<file path="config.mk">
export PLATFORM = sky130hd
export DESIGN_NAME = forwarding_hazard_unit
export DESIGN_NICKNAME = d
export VERILOG_FILES = /design/src/rtl/forwarding_hazard_unit_pkg.sv /design/src/rtl/forwarding_hazard_unit_fwd_sel.sv /design/src/rtl/forwarding_hazard_unit_sat_counter.sv /design/src/rtl/forwarding_hazard_unit.sv
export SDC_FILE = /design/constraint.sdc
export NUM_CORES = 1
export LEC_CHECK = 0
export BUFFER_PORTS_ARGS = -buffer_cell sky130_fd_sc_hd__buf_2
export CAP_MARGIN = 20
export CORE_MARGIN = 5
export CORE_UTILIZATION = 50
export DETAILED_ROUTE_END_ITERATION = 10
export GPL_TIMING_DRIVEN = 0
export PLACE_DENSITY_LB_ADDON = 0.12
export SETUP_SLACK_MARGIN = 0.02
export SYNTH_ARGS = -nofsm -noshare
export SYNTH_HDL_FRONTEND = slang
export SYNTH_SLANG_ARGS = --single-unit
</file>
<file path="constraint.sdc">
create_clock -name clk -period 6.6 [get_ports clk]
set_input_delay 0.33 -clock clk [delete_from_list [all_inputs] [get_ports clk]]
set_output_delay 0.33 -clock clk [all_outputs]
set_load 0.01 [all_outputs]
</file>
<file path="src/rtl/forwarding_hazard_unit_pkg.sv">
// Shared pipeline definitions for the forwarding/hazard unit: operand select
// encodings, hazard FSM states and bubble-counter helpers.
package forwarding_hazard_unit_pkg;

   localparam int unsigned SEL_W  = 2;
   localparam int unsigned BCNT_W = 2;

   typedef logic [SEL_W-1:0] sel_t;

   localparam sel_t SEL_RF  = 2'b00;
   localparam sel_t SEL_MEM = 2'b01;
   localparam sel_t SEL_WB  = 2'b10;

   typedef enum logic {
      ST_RUN    = 1'b0,
      ST_BUBBLE = 1'b1
   } fhu_state_e;

   // Counter preload on entering BUBBLE: the RUN cycle itself is the first bubble.
   function automatic logic [BCNT_W-1:0] bubble_init(input int unsigned load_bubbles);
      return (load_bubbles > 1) ? BCNT_W'(load_bubbles - 2) : '0;
   endfunction

endpackage

</file>
<file path="src/rtl/forwarding_hazard_unit_fwd_sel.sv">
// Per-operand bypass select and stage-match detection for one source operand.
module fwd_sel
   import forwarding_hazard_unit_pkg::*;
#(
   parameter int unsigned REG_W = 4
) (
   input  logic             forward_en,
   input  logic [REG_W-1:0] src,
   input  logic             src_vld,
   input  logic [REG_W-1:0] exe_dest,
   input  logic             exe_wb_en,
   input  logic [REG_W-1:0] mem_dest,
   input  logic             mem_wb_en,
   input  logic [REG_W-1:0] wb_dest,
   input  logic             wb_wb_en,
   output sel_t             sel_c,
   output logic             exe_hit_c,
   output logic             mem_hit_c
);

   logic wb_hit_c;

   // MEM is the younger producer, so it wins over WB when both match.
   always_comb begin
      exe_hit_c = src_vld && exe_wb_en && (exe_dest == src);
      mem_hit_c = src_vld && mem_wb_en && (mem_dest == src);
      wb_hit_c  = src_vld && wb_wb_en  && (wb_dest  == src);
      sel_c     = SEL_RF;
      if (forward_en) begin
         if (mem_hit_c) begin
            sel_c = SEL_MEM;
         end else if (wb_hit_c) begin
            sel_c = SEL_WB;
         end
      end
   end

endmodule

</file>
<file path="src/rtl/forwarding_hazard_unit_sat_counter.sv">
// Saturating up-counter with synchronous clear that overrides increment.
module sat_counter #(
   parameter int unsigned CNT_W = 16
) (
   input  logic             clk,
   input  logic             rst_n,
   input  logic             clr,
   input  logic             inc,
   output logic [CNT_W-1:0] count
);

   always_ff @(posedge clk or negedge rst_n) begin
      if (!rst_n) begin
         count <= '0;
      end else if (clr) begin
         count <= '0;
      end else if (inc && (count != '1)) begin
         count <= count + CNT_W'(1);
      end
   end

endmodule

</file>
<file path="src/rtl/forwarding_hazard_unit.sv">
// Pipeline forwarding selects, load-use / no-forward hazard detection with a
// multi-cycle bubble FSM, memory freeze, and stall/forward performance counters.
module forwarding_hazard_unit
   import forwarding_hazard_unit_pkg::*;
#(
   parameter int unsigned REG_W        = 4,
   parameter int unsigned NUM_SRC      = 2,
   parameter int unsigned LOAD_BUBBLES = 1,
   parameter int unsigned CNT_W        = 16
) (
   input  logic                     clk,
   input  logic                     rst_n,
   input  logic                     forward_en,
   input  logic [NUM_SRC*REG_W-1:0] src,
   input  logic [NUM_SRC-1:0]       src_vld,
   input  logic [REG_W-1:0]         exe_dest,
   input  logic [REG_W-1:0]         mem_dest,
   input  logic [REG_W-1:0]         wb_dest,
   input  logic                     exe_wb_en,
   input  logic                     mem_wb_en,
   input  logic                     wb_wb_en,
   input  logic                     exe_mem_r_en,
   input  logic                     mem_ready,
   input  logic                     clr_cnt,
   output logic [NUM_SRC*SEL_W-1:0] sel_src,
   output logic                     hazard,
   output logic                     freeze,
   output logic [CNT_W-1:0]         stall_cnt,
   output logic [CNT_W-1:0]         fwd_cnt
);

   localparam logic [BCNT_W-1:0] BUB_INIT  = bubble_init(LOAD_BUBBLES);
   localparam logic              MULTI_BUB = (LOAD_BUBBLES > 1);

   logic [NUM_SRC-1:0] exe_hit_c;
   logic [NUM_SRC-1:0] mem_hit_c;
   logic               load_use_c;
   logic               no_fwd_c;

   fhu_state_e        state_q, state_d;
   logic [BCNT_W-1:0] bcnt_q, bcnt_d;

   for (genvar i = 0; i < NUM_SRC; i++) begin : g_src
      fwd_sel #(
         .REG_W (REG_W)
      ) u_fwd_sel (
         .forward_en (forward_en),
         .src        (src[i*REG_W +: REG_W]),
         .src_vld    (src_vld[i]),
         .exe_dest   (exe_dest),
         .exe_wb_en  (exe_wb_en),
         .mem_dest   (mem_dest),
         .mem_wb_en  (mem_wb_en),
         .wb_dest    (wb_dest),
         .wb_wb_en   (wb_wb_en),
         .sel_c      (sel_src[i*SEL_W +: SEL_W]),
         .exe_hit_c  (exe_hit_c[i]),
         .mem_hit_c  (mem_hit_c[i])
      );
   end

   // Without bypass any in-flight producer of a read operand must drain first.
   always_comb begin
      load_use_c = forward_en && exe_mem_r_en && (|exe_hit_c);
      no_fwd_c   = !forward_en && ((|exe_hit_c) || (|mem_hit_c));
   end

   assign freeze = !mem_ready;

   always_ff @(posedge clk or negedge rst_n) begin
      if (!rst_n) begin
         state_q <= ST_RUN;
         bcnt_q  <= '0;
      end else begin
         state_q <= state_d;
         bcnt_q  <= bcnt_d;
      end
   end

   // A frozen pipeline (mem_ready=0) holds state and bubble count.
   always_comb begin
      state_d = state_q;
      bcnt_d  = bcnt_q;
      hazard  = 1'b0;
      case (state_q)
         ST_RUN: begin
            hazard = load_use_c || no_fwd_c;
            if (load_use_c && MULTI_BUB && mem_ready) begin
               state_d = ST_BUBBLE;
               bcnt_d  = BUB_INIT;
            end
         end
         ST_BUBBLE: begin
            hazard = 1'b1;
            if (mem_ready) begin
               if (bcnt_q == '0) begin
                  state_d = ST_RUN;
               end else begin
                  bcnt_d = bcnt_q - BCNT_W'(1);
               end
            end
         end
         default: begin
            state_d = ST_RUN;
            bcnt_d  = '0;
         end
      endcase
   end

   sat_counter #(
      .CNT_W (CNT_W)
   ) u_stall_cnt (
      .clk   (clk),
      .rst_n (rst_n),
      .clr   (clr_cnt),
      .inc   (hazard || freeze),
      .count (stall_cnt)
   );

   sat_counter #(
      .CNT_W (CNT_W)
   ) u_fwd_cnt (
      .clk   (clk),
      .rst_n (rst_n),
      .clr   (clr_cnt),
      .inc   (|sel_src),
      .count (fwd_cnt)
   );

endmodule

</file>
Word level (Yosys, flattened, before mapping). Cells that the tools add are included.

Add/sub/neg operators: 3. Eq/ne operators: 8. Mux-type cells: 14. Bitwise gates (word level): 2. Reduce and logical (&&, ||, !) cells: 29.

Operator list (number): two-way mux 16 bit (4); adder 16 x 1 -> 16 bit (second input constant) (2); inequality test 16 bit (second input constant) (2); equality test 4 bit (6); logical AND 1 bit (17); two-way mux 2 bit (6); nonzero test 2 bit (2); OR reduction 2 bit (2); OR reduction 4 bit (1); logical OR 1 bit (3); two-way mux 1 bit (3); AND reduction 3 bit (1); zero test 1 bit (2); zero test 2 bit (1); inverter 1 bit (2); case mux 1 bit (2 select lines) (1); subtractor 2 x 1 -> 2 bit (second input constant) (1).

Register bits after elaboration: 35. Bits of input ports: 31. Output and inout bits: 38. Word-level logic and storage cells: 60.

Logic depth before layout (Yosys ltp). Gate-level depths: netlist of run 1.

Depth after elaboration: 11. Depth in mapped cells: 9. Mapped depth without buffers: 6.

Hierarchy. A second synthesis of run 1 with hierarchy kept.

Cells, all modules: 255. Area total of the unflattened synthesis: 2376.0 µm².

By module, submodules not included: sat_counter (times used 2, cells an instance 98, area each 942.2 µm²); fwd_sel (times used 2, cells an instance 20, area each 156.4 µm²); forwarding_hazard_unit (times used 1, cells an instance 19, area each 178.9 µm²).

Least setup slack after synthesis of run 1. OpenSTA, ideal clock, no wires.

Path type: reg-to-reg. Start point: register u_fwd_cnt.count[0]. End point: register u_fwd_cnt.count[2]. Arrival: 2089 ps. Required time: 6480 ps. Slack: 4391 ps. Cell stages (with the launch flop): 10. Clock period less this slack: 2209 ps. Path through: dfrtp_1 > ha_1 > nand3_1 > or2_2 > clkbuf_1 > nor3_2 > buf_2 > buf_2 > nor2_1 > a31o_1.

Cells in the longest elaborated chain, start to end: 3.

Ends and longest elaborated chain: from (decl) (RTL line forwarding_hazard_unit_sat_counter.sv:9) `output logic [CNT_W-1:0] count`; from (signal assigned) (RTL line forwarding_hazard_unit_sat_counter.sv:18) `count <= count + CNT_W'(1);`; adder 16 x 1 -> 16 bit / inequality test 16 bit (equally long branches) (RTL line forwarding_hazard_unit_sat_counter.sv:18, forwarding_hazard_unit_sat_counter.sv:17); two-way mux 16 bit / logical AND 1 bit (equally long branches) (RTL line forwarding_hazard_unit_sat_counter.sv:17) `end else if (inc && (count != '1)) begin`; two-way mux 16 bit / nonzero test 2 bit (equally long branches).

Several ways; a longest one is shown, not always the timed one. The select of a mux whose other input is x is not followed. A chain may end at the register's enable or synchronous reset.

Worst setup path after layout of run 1. Same ends and word-level chain as after synthesis.

==> flow_summary.yaml, run 1 <==
power:
  p_sw_share_pct: 26.6
  switchingPower_mw: 0.114
  p_clk_share_pct: 34.6
  p_comb_share_pct: 14.8
  leakagePower_nw: 1.29
  internal-power_mw: 0.316
  power_density_mw_per_mm2: 149
  peakVddDrop_v: 0.0000838
  sequentialPowerShare_pct: 50.6
clock_tree:
  cts_max_level: 2
  clk_latency_ns: 0.28
  clock_sinks: 35
  postCtsResizedCells: 0
  cts_made_buffers: 5
  cts_setup_buffers: 0
  cts_tree: "yes"
  hold_buffers: 0
  cts.reportedPaths.clkPinSlew_ns: 0.07
  cts_buffer_depth: 2
  cts_root_buf: "clkbuf_8"
die:
  io_pins: 69
  fp-row-count: 25
  die_w_um: 79.4
  initial_core_util_pct: 51.3
  core_area_mm2: 0.00469
  dieHeight_um: 79.4
  die_area_mm2: 0.00630
setup_path:
  cp-start-kind: "flop"
  worst-path-buf-inv: 3
  worst-path-max-fanout: 10
  cp.arrival_ns: 2.73
  worst_path_largest_cell_delay_ns: 0.42
  critPathTopFamily: "simple AND/OR/NAND/NOR gates"
  crit_type: "flop to flop"
  cp_common_cell: "buf_2"
  slowest_stage: "dfrtp_1"
  cp_cell_sequence: "ha_1 -> nand3_1 -> or2_2 -> clkbuf_1 -> nor3_2 -> buf_2 -> buf_2 -> nor2_1 -> a31o_1"
  worstPathRequired_ns: 6.77
  end_kind: "flop"
layout:
  nNetsFinal: 369
  finish.utilization_pct: 61.7
  layout_common_cells: "buf_2, dfrtp_1, xnor2_1"
  seqCellArea_um2: 876
  multi_input_area_mm2: 0.00143
  fillerInstances: 431
  num_antenna_cells: 0
  final_common_cell: "buf_2"
  area_growth_pct: 20.3
  layout-drive-gt1-share_pct: 28.9
timing:
  finalCritPeriodShare_pct: 38.8
  tightestPinTransition_ns: 0.785
  tns_ns: 0
  min_period_ns: 2.56
  fmax_ghz: 0.391
  slew_headroom_pct: 47.7
  setup_viol: 0
  slew_viol_final: 0
  finalHoldViolations: 0
  rsz0062_at_grt: "no"
  clock_skew_ns: 0.00607
global_route:
  grt_pass1_vias: 2118
  grt_max_degree: 36
  grt_usage_pct: 19.9
  antenna_found_initial: 0
  overflow: 0
  grt_pass1_wl_um: 10100
status:
  status: "finished clean"
synth:
  seq_area_frac_synth_pct: 36.4
  synth_warnings: 0
  synth_fp_nets: 294
  synth_top_area_cell: "dfrtp_1"
  synth_seq_cells: 35
  syn_inst: 260
  avgSynthCellArea_um2: 9.26
  async_flop_share_pct: 100
  synth-edff-count: 0
  synth_flop_cell: "dfrtp_1"
  synth.area.top_cells: "dfrtp_1, xnor2_1, or4_1"
  netlist_area_mm2: 0.00241
  yosys.area.top_type_share_pct: 36.4
  yosysUniqueCellTypes: 50
drt:
  first_iter_violations: 99
  wl_per_cell_um: 15.7
  vias: 2305
  first_pass_iters: 4
  vias_per_cell: 5.91
  ant_nets: 0
  finalWirelength_um: 6140
  drc: 0
place:
  place_hpwl_um: 4630
  gp_congestion: 0.817
  portBuffers: 68
flow_run:
  drv_cap: 0
worst_hold_path:
  min_path_type: "primary input to async pin"
## per-layer routing
layer,wire [um],part of all wire [%],up-vias,GRT usage [%]
li1,-,-,1134,-
met1,2760,45,1093,27.1
met2,2990,49,73,31.9
met3,334,5.4,5,3.61
met4,52,0.85,0,6.36
met5,0,0,-,0
## cell usage after synthesis, types with 5 or more instances
master / instances
dfrtp_1: 35
xnor2_1: 19
nand2_1: 18
a21oi_1: 17
nand3_1: 16
or4_1: 13
o31ai_1: 12
nor2_1: 10
nand4_1: 9
inv_1: 8
clkbuf_1: 7
and3_1: 6
nor2b_1: 6
o21ai_0: 6
xor2_1: 6
mux2_2: 5
o41ai_1: 5
or3_1: 5
## state kept, by name, summed over array words and instances, names as in the netlist
register           count
bcnt_q                 2
state_q                1
u_fwd_cnt.count       16
u_stall_cnt.count     16
## cell type report
type	instances	area share (%)
repair buffers	68	11.7
clock buffers	7	2.63
clock inverters	1	0.173
flip-flops and latches	35	30.2
multi-input cells	203	49.2
plain buffers	14	2.59
well taps	54	2.33
inverters	8	1.04
## worst paths after layout
kind	startpoint	end	slack, ns	cells after the start
worst max-delay path	u_fwd_cnt.count[0]$_DFFE_PN0P_	u_fwd_cnt.count[2]$_DFFE_PN0P_	4.04	9
worst min-delay path	rst_n	u_fwd_cnt.count[6]$_DFFE_PN0P_	0.12	1
worst max register to register	u_fwd_cnt.count[0]$_DFFE_PN0P_	u_fwd_cnt.count[2]$_DFFE_PN0P_	4.04	9
worst min register to register	bcnt_q[0]$_DFFE_PN0P_	bcnt_q[0]$_DFFE_PN0P_	0.48	1
max in group asynchronous	rst_n	bcnt_q[1]$_DFFE_PN0P_	5.97	1
min in group clk	mem_ready	state_q$_DFF_PN0_	0.25	2
## power groups by stage
stage / Combinational (mW) / Clock, mW / Sequential (mW)
floorplan: 0.0345 / 0 / 0.222
global placement: 0.0635 / 0 / 0.222
detailed placement: 0.0642 / 0 / 0.222
CTS: 0.0645 / 0.156 / 0.218
global route: 0.0705 / 0.164 / 0.218
finish: 0.0638 / 0.149 / 0.218
## worst register-to-register path, delay by kind of cell, from the launching register on
| family | cells | cell delay (ns) |
|---|---|---|
| adders and majority gates | 1 | 0.22 |
| and+or+nand+nor | 4 | 0.87 |
| AOI/OAI and AO/OA | 1 | 0.22 |
| buffers and inverters | 3 | 0.74 |
| DFF | 1 | 0.42 |
## per-stage QoR
step / total power [mW] / setup WS, ns / instances / hold slack, ns / area, um^2
finish: 0.430 / 4.04 / 390 / 0.124 / 2900
global route: 0.453 / 3.84 / 390 / 0.194 / 2900
CTS: 0.438 / 4.05 / 390 / 0.151 / 2900
detailed placement: 0.286 / 4.06 / 382 / 0.466 / 2820
global placement: 0.285 / 4.08 / 382 / 0.461 / 2820
floorplan: 0.257 / 4.39 / 260 / 0.0344 / 2410
## logic make-up after synthesis
| group | share of synthesized area [%] |
|---|---|
| compound gates | 18.5 |
| xor+xnor | 9.10 |
| flops | 36.4 |
| mux | 3.64 |
| fa+ha+maj | 1.56 |
| buf+inv | 4.37 |
| simple gates | 26.5 |
No activity file was read; power rests on OpenSTA's default activity.
==> run 2, diff against run 1 <==
--- a/config.mk
+++ b/config.mk
@@ -5,6 +5,7 @@
 export SDC_FILE = /design/constraint.sdc
 export NUM_CORES = 1
 export LEC_CHECK = 0
+export ABC_AREA = 1
 export BUFFER_PORTS_ARGS = -buffer_cell sky130_fd_sc_hd__buf_2
 export CAP_MARGIN = 20
 export CORE_MARGIN = 5
==> constraint.sdc (replaced) <==
create_clock -name clk -period 2.6 [get_ports clk]
set_input_delay 0.13 -clock clk [delete_from_list [all_inputs] [get_ports clk]]
set_output_delay 0.13 -clock clk [all_outputs]
set_load 0.01 [all_outputs]
==> run 2 against run 1 <==
Net effect: clock skew rose by 0.00079 ns; area after synthesis rose by 18%; synthesized cell count rose by 60%; total power rose to 2.7 times the previous value; routed wire length rose by 22%; die area rose by 16%; worst setup slack got worse by 3.5 ns.
==> flow_summary.yaml, run 2 <==
status:
  status: "finished clean"
clock_tree:
  cts_root_buf: "clkbuf_8"
  clk_latency_ns: 0.29
  cts_made_buffers: 5
  cts_tree: "yes"
  cts_buffer_depth: 2
  clock_sinks: 35
  postCtsResizedCells: 0
  cts_max_level: 2
  cts.reportedPaths.clkPinSlew_ns: 0.07
layout:
  layout_common_cells: "nand2_1, buf_2, inv_1"
  layout-drive-gt1-share_pct: 21.3
  biggestRegsByFlops: "u_fwd_cnt.count x16, u_stall_cnt.count x16, bcnt_q x2"
  area_growth_pct: 18.3
  final_common_cell: "nand2_1"
  fillerInstances: 527
  seqCellArea_um2: 876
  multi_input_area_mm2: 0.00165
  nNetsFinal: 527
  num_antenna_cells: 0
synth:
  synth_warnings: 0
  synth.area.top_cells: "dfrtp_1, nand2_1, nand3_1"
  netlist_area_mm2: 0.00285
  yosys.area.top_type_share_pct: 30.8
  avgSynthCellArea_um2: 6.83
  synth_top_area_cell: "dfrtp_1"
  yosysMostFrequentCell: "nand2_1"
  synth-edff-count: 0
  synth_flop_cell: "dfrtp_1"
  seq_area_frac_synth_pct: 30.8
  yosysUniqueCellTypes: 35
  syn_inst: 417
  synth_seq_cells: 35
  async_flop_share_pct: 100
  yosys-top-cells-count: "nand2_1, inv_1, nand3_1"
  synth_fp_nets: 451
power:
  leakagePower_nw: 2.00
  power_density_mw_per_mm2: 350
  p_total_mw: 1.18
  peakVddDrop_v: 0.000204
drt:
  wl_per_cell_um: 13.3
  first_pass_iters: 6
  drc: 0
  finalWirelength_um: 7510
  vias: 3008
  ant_nets: 0
  vias_per_cell: 5.31
  first_iter_violations: 167
timing:
  setup_viol: 0
  fmax_ghz: 0.474
  slew_viol_final: 0
  clock_skew_ns: 0.00686
  finalCritPeriodShare_pct: 81.1
  tightestPinTransition_ns: 0.806
  finalHoldViolations: 0
  rsz0062_at_grt: "no"
  min_period_ns: 2.11
  slew_headroom_pct: 46.3
  tns_ns: 0
die:
  die_area_mm2: 0.00730
  fp-row-count: 27
  initial_core_util_pct: 51.7
  dieHeight_um: 85.5
  io_pins: 69
  die_w_um: 85.5
  core_area_mm2: 0.00551
setup_path:
  cp_cell_sequence: "ha_1 -> nand2_1 -> nor3b_2 -> nand2_1 -> nor2_2 -> nand4_4 -> buf_2 -> nand4_1 -> nand2_1"
  crit_type: "flop to flop"
  worstPathRequired_ns: 2.77
  worst-path-max-fanout: 10
  cp-start-kind: "flop"
  worst_path_largest_cell_delay_ns: 0.47
  end_kind: "flop"
  cp.arrival_ns: 2.28
  slowest_stage: "dfrtp_1"
  r2r_cells: 9
  cp_common_cell: "nand2_1"
global_route:
  grt_max_degree: 36
  antenna_found_initial: 0
  grt_pass1_vias: 2907
  overflow: 0
  grt_usage_pct: 21.6
  grt_pass1_wl_um: 13100
place:
  place_hpwl_um: 5800
  portBuffers: 68
  gp_congestion: 0.919
worst_hold_path:
  min_path_type: "primary input to flop"
  hold_depth: 2
flow_run:
  drv_cap: 0
## run 2: cell count changes after synthesis, moves of 7 or more
cell     delta
a21oi_1    -15
inv_1      +49
inv_2       +7
nand2_1    +90
nand3_1    +36
nand4_1    +27
nor2_1     +22
o31ai_1    -12
or4_1      -13
xnor2_1    -11
xor2_1     +20
## run 2: cell type report
class | instances | area share [%]
multi-input cells | 305 | 48.9
well taps | 72 | 2.67
inverters | 64 | 7.13
flip-flops and latches | 35 | 26.0
repair buffers | 69 | 10.4
clock buffers | 7 | 2.27
plain buffers | 13 | 2.45
clock inverters | 1 | 0.149
## run 2: power by group
part           internal, mW  switching (mW)  leakage, nW
clock network         0.188           0.197       0.0422
registers             0.564          0.0123        0.484
logic                0.0811           0.138         1.47
total                 0.833           0.347         2.00
## run 2: metrics by stage
stage	util, %	std cells	setup slack, ns	hold WS (ns)	cell area [um^2]
global route	61.2	566	0.327	0.0621	3370
global placement	59.5	557	0.596	0.255	3280
floorplan	-	417	0.801	-0.166	2850
CTS	61.2	566	0.513	0.0409	3370
finish	61.2	566	0.492	0.0498	3370
detailed placement	59.5	557	0.528	0.269	3280
## run 2: path summary, 6_finish.rpt
kind | startpoint | end | slack [ns]
worst min-delay path | mem_ready | state_q$_DFF_PN0_ | 0.05
worst min register to register | bcnt_q[1]$_DFFE_PN0P_ | bcnt_q[1]$_DFFE_PN0P_ | 0.50
min in group asynchronous | rst_n | u_fwd_cnt.count[6]$_DFFE_PN0P_ | 0.46
worst max register to register | u_stall_cnt.count[0]$_DFFE_PN0P_ | u_stall_cnt.count[4]$_DFFE_PN0P_ | 0.49
worst max-delay path | u_stall_cnt.count[0]$_DFFE_PN0P_ | u_stall_cnt.count[4]$_DFFE_PN0P_ | 0.49
max in group asynchronous | rst_n | u_fwd_cnt.count[3]$_DFFE_PN0P_ | 1.62
## run 2: what timing repair did
item | 4_1_cts | 5_1_grt
hold buffers | 1 | 0
hold endpoints to repair | 35 | 0
setup endpoints to repair | 0 | 0
setup buffers | 0 | 0
## run 2: per-layer routing
metal / GRT usage, % / vias to the layer above / wire length (um)
met4: 6.04 / 0 / 95
met3: 2.91 / 12 / 428
met1: 28.1 / 1389 / 3400
li1: - / 1509 / -
met5: 0 / - / 0
met2: 37.4 / 98 / 3590
## run 2: kinds of logic after synthesis
logic type	synth area share, %
AOI/OAI and AO/OA	2.68
xor gates and xnor gates	10.5
adders and majority gates	1.32
buffers and inverters	11.3
DFF	30.8
and+or+nand+nor	43.4
## run 2: critical path: cells and delay by family (launching register included)
kind | cells | cell delay [ns]
and+or+nand+nor | 7 | 1.03
DFF | 1 | 0.47
adders and majority gates | 1 | 0.26
buffers and inverters | 1 | 0.24
==> run 3, diff against run 2 <==
--- a/config.mk
+++ b/config.mk
@@ -5,7 +5,7 @@
 export SDC_FILE = /design/constraint.sdc
 export NUM_CORES = 1
 export LEC_CHECK = 0
-export ABC_AREA = 1
+export ABC_AREA = 0
 export BUFFER_PORTS_ARGS = -buffer_cell sky130_fd_sc_hd__buf_2
 export CAP_MARGIN = 20
 export CORE_MARGIN = 5
==> constraint.sdc (replaced) <==
create_clock -name clk -period 2 [get_ports clk]
set_input_delay 0.1 -clock clk [delete_from_list [all_inputs] [get_ports clk]]
set_output_delay 0.1 -clock clk [all_outputs]
set_load 0.01 [all_outputs]
==> run 3 against run 2 <==
Net effect: die area decreased by 14%; non-clock buffer count increased by 13; total power increased by 26%; worst setup slack got worse by 0.42 ns; hold slack got worse by 0.032 ns; global-route usage decreased by 0.62 points; final cell count decreased by 29%; routed wire length decreased by 13%; sequential share of layout area increased by 1.9 points; first-iteration DRC count decreased by 31%; critical path depth unchanged; count of clock-buffer cells in the layout unchanged.
==> flow_summary.yaml, run 3 (synthesized netlist as in run 1, its figures left out) <==
timing:
  slew_headroom_pct: 48.7
  fmax_ghz: 0.518
  fin_hold_ws_ns: 0.0182
  tightestPinTransition_ns: 0.769
  slew_viol_final: 0
  min_period_ns: 1.93
  rsz0062_at_grt: "yes"
  tns_ns: 0
  setup_viol: 0
  clock_skew_ns: 0.0163
  finalHoldViolations: 0
  finalCritPeriodShare_pct: 96.4
  finalWorstSetupSlack_ns: 0.0713
drt:
  first_iter_violations: 115
  vias_per_cell: 6.01
  first_pass_iters: 4
  finalWirelength_um: 6540
  vias: 2423
  drc: 0
  wl_per_cell_um: 16.2
  ant_nets: 0
layout:
  layout-drive-gt1-share_pct: 37.0
  nNetsFinal: 382
  final_cell_count_no_fill: 403
  fin_area_mm2: 0.00314
  area_growth_pct: 30.6
  biggestRegsByFlops: "u_fwd_cnt.count x16, u_stall_cnt.count x16, bcnt_q x2"
  finish.utilization_pct: 67.0
  layout_common_cells: "buf_2, dfrtp_1, xnor2_1"
  final_common_cell: "buf_2"
  num_antenna_cells: 0
  fillerInstances: 397
clock_tree:
  cts_made_buffers: 5
  cts_root_buf: "clkbuf_8"
  clk_latency_ns: 0.29
  cts_max_level: 2
  cts.reportedPaths.clkPinSlew_ns: 0.08
  clock_sinks: 35
  cts_buffer_depth: 2
  cts_tree: "yes"
setup_path:
  cp-start-kind: "flop"
  critPathTopFamily: "simple AND/OR/NAND/NOR gates"
  worst-path-max-fanout: 8
  end_kind: "flop"
  worstPathRequired_ns: 2.22
  worst_path_largest_cell_delay_ns: 0.42
  crit_type: "flop to flop"
  cp_cell_sequence: "ha_2 -> nand3_2 -> or2_4 -> clkbuf_8 -> nor3_4 -> buf_6 -> buf_4 -> or4_1 -> a21oi_2"
  worst-path-buf-inv: 3
  slowest_stage: "or4_1"
  cp.arrival_ns: 2.15
power:
  p_total_mw: 1.48
  peakVddDrop_v: 0.000370
  leakagePower_nw: 1.40
  power_density_mw_per_mm2: 471
flow_run:
  drv_cap: 0
status:
  status: "finished clean"
die:
  fp-row-count: 25
  die_w_um: 79.4
  io_pins: 69
  die_area_mm2: 0.00630
  initial_core_util_pct: 51.3
  core_area_mm2: 0.00469
  dieHeight_um: 79.4
global_route:
  grt_usage_pct: 21.0
  antenna_found_initial: 0
  grt_pass1_wl_um: 10600
  overflow: 0
  grt_pass1_vias: 2333
  grt_max_degree: 36
place:
  gp_congestion: 0.870
  place_hpwl_um: 4670
  dp_cells: 382
  portBuffers: 68
  place_ws_ns: -0.226
  place_area_mm2: 0.00285
worst_hold_path:
  min_path_type: "primary input to flop"
run 3: changes by cell type in the layout (fill, tap and decap cells not counted), sizes merged, moves of 13 or more:
cell	change
or4	+13
xor2	-20
nand2	-92
a21oi	+14
nor2	-27
inv	-56
nand4	-30
nand3	-37
run 3: path summary, 6_finish.rpt:
check	from	slack (ns)	endpoint	cells after the start
setup / recovery	u_fwd_cnt.count[0]$_DFFE_PN0P_	0.07	u_fwd_cnt.count[4]$_DFFE_PN0P_	9
hold / removal	mem_ready	0.02	state_q$_DFF_PN0_	2
setup reg to reg	u_fwd_cnt.count[0]$_DFFE_PN0P_	0.07	u_fwd_cnt.count[4]$_DFFE_PN0P_	9
hold reg to reg	bcnt_q[0]$_DFFE_PN0P_	0.48	bcnt_q[0]$_DFFE_PN0P_	1
max in group asynchronous	rst_n	1.05	u_stall_cnt.count[3]$_DFFE_PN0P_	2
min in group asynchronous	rst_n	0.41	u_fwd_cnt.count[4]$_DFFE_PN0P_	2
run 3: report_power, final:
group          internal [mW]  total, mW  switching, mW  leakage [nW]
clock network          0.282      0.540          0.258        0.0484
registers              0.712      0.716        0.00387         0.484
logic                 0.0949      0.226          0.131         0.867
run 3: layout make-up:
cell class / count / area, um^2 / area share, %
flip-flops and latches: 35 / 878 / 27.9
multi-input cells: 203 / 1520 / 48.4
clock buffers: 7 / 86.3 / 2.75
clock inverters: 1 / 8.76 / 0.279
well taps: 54 / 67.6 / 2.15
repair buffers: 82 / 448 / 14.3
inverters: 8 / 30.0 / 0.955
plain buffers: 13 / 104 / 3.30
run 3: timing repair:
action                                 CTS  global route
setup endpoints to repair               27            28
hold buffers                             1             0
gates resized for setup                 10            15
buffers inserted                         9             4
endpoints found under the hold margin   35             0
pin swaps                                4             6
run 3: per-layer routing:
metal / GRT usage, % / wire, um / vias to the layer above
met5: 0 / 0 / -
met4: 7.39 / 89 / 0
met3: 4.74 / 319 / 14
met2: 34.9 / 3250 / 84
met1: 26.7 / 2890 / 1159
li1: - / - / 1166
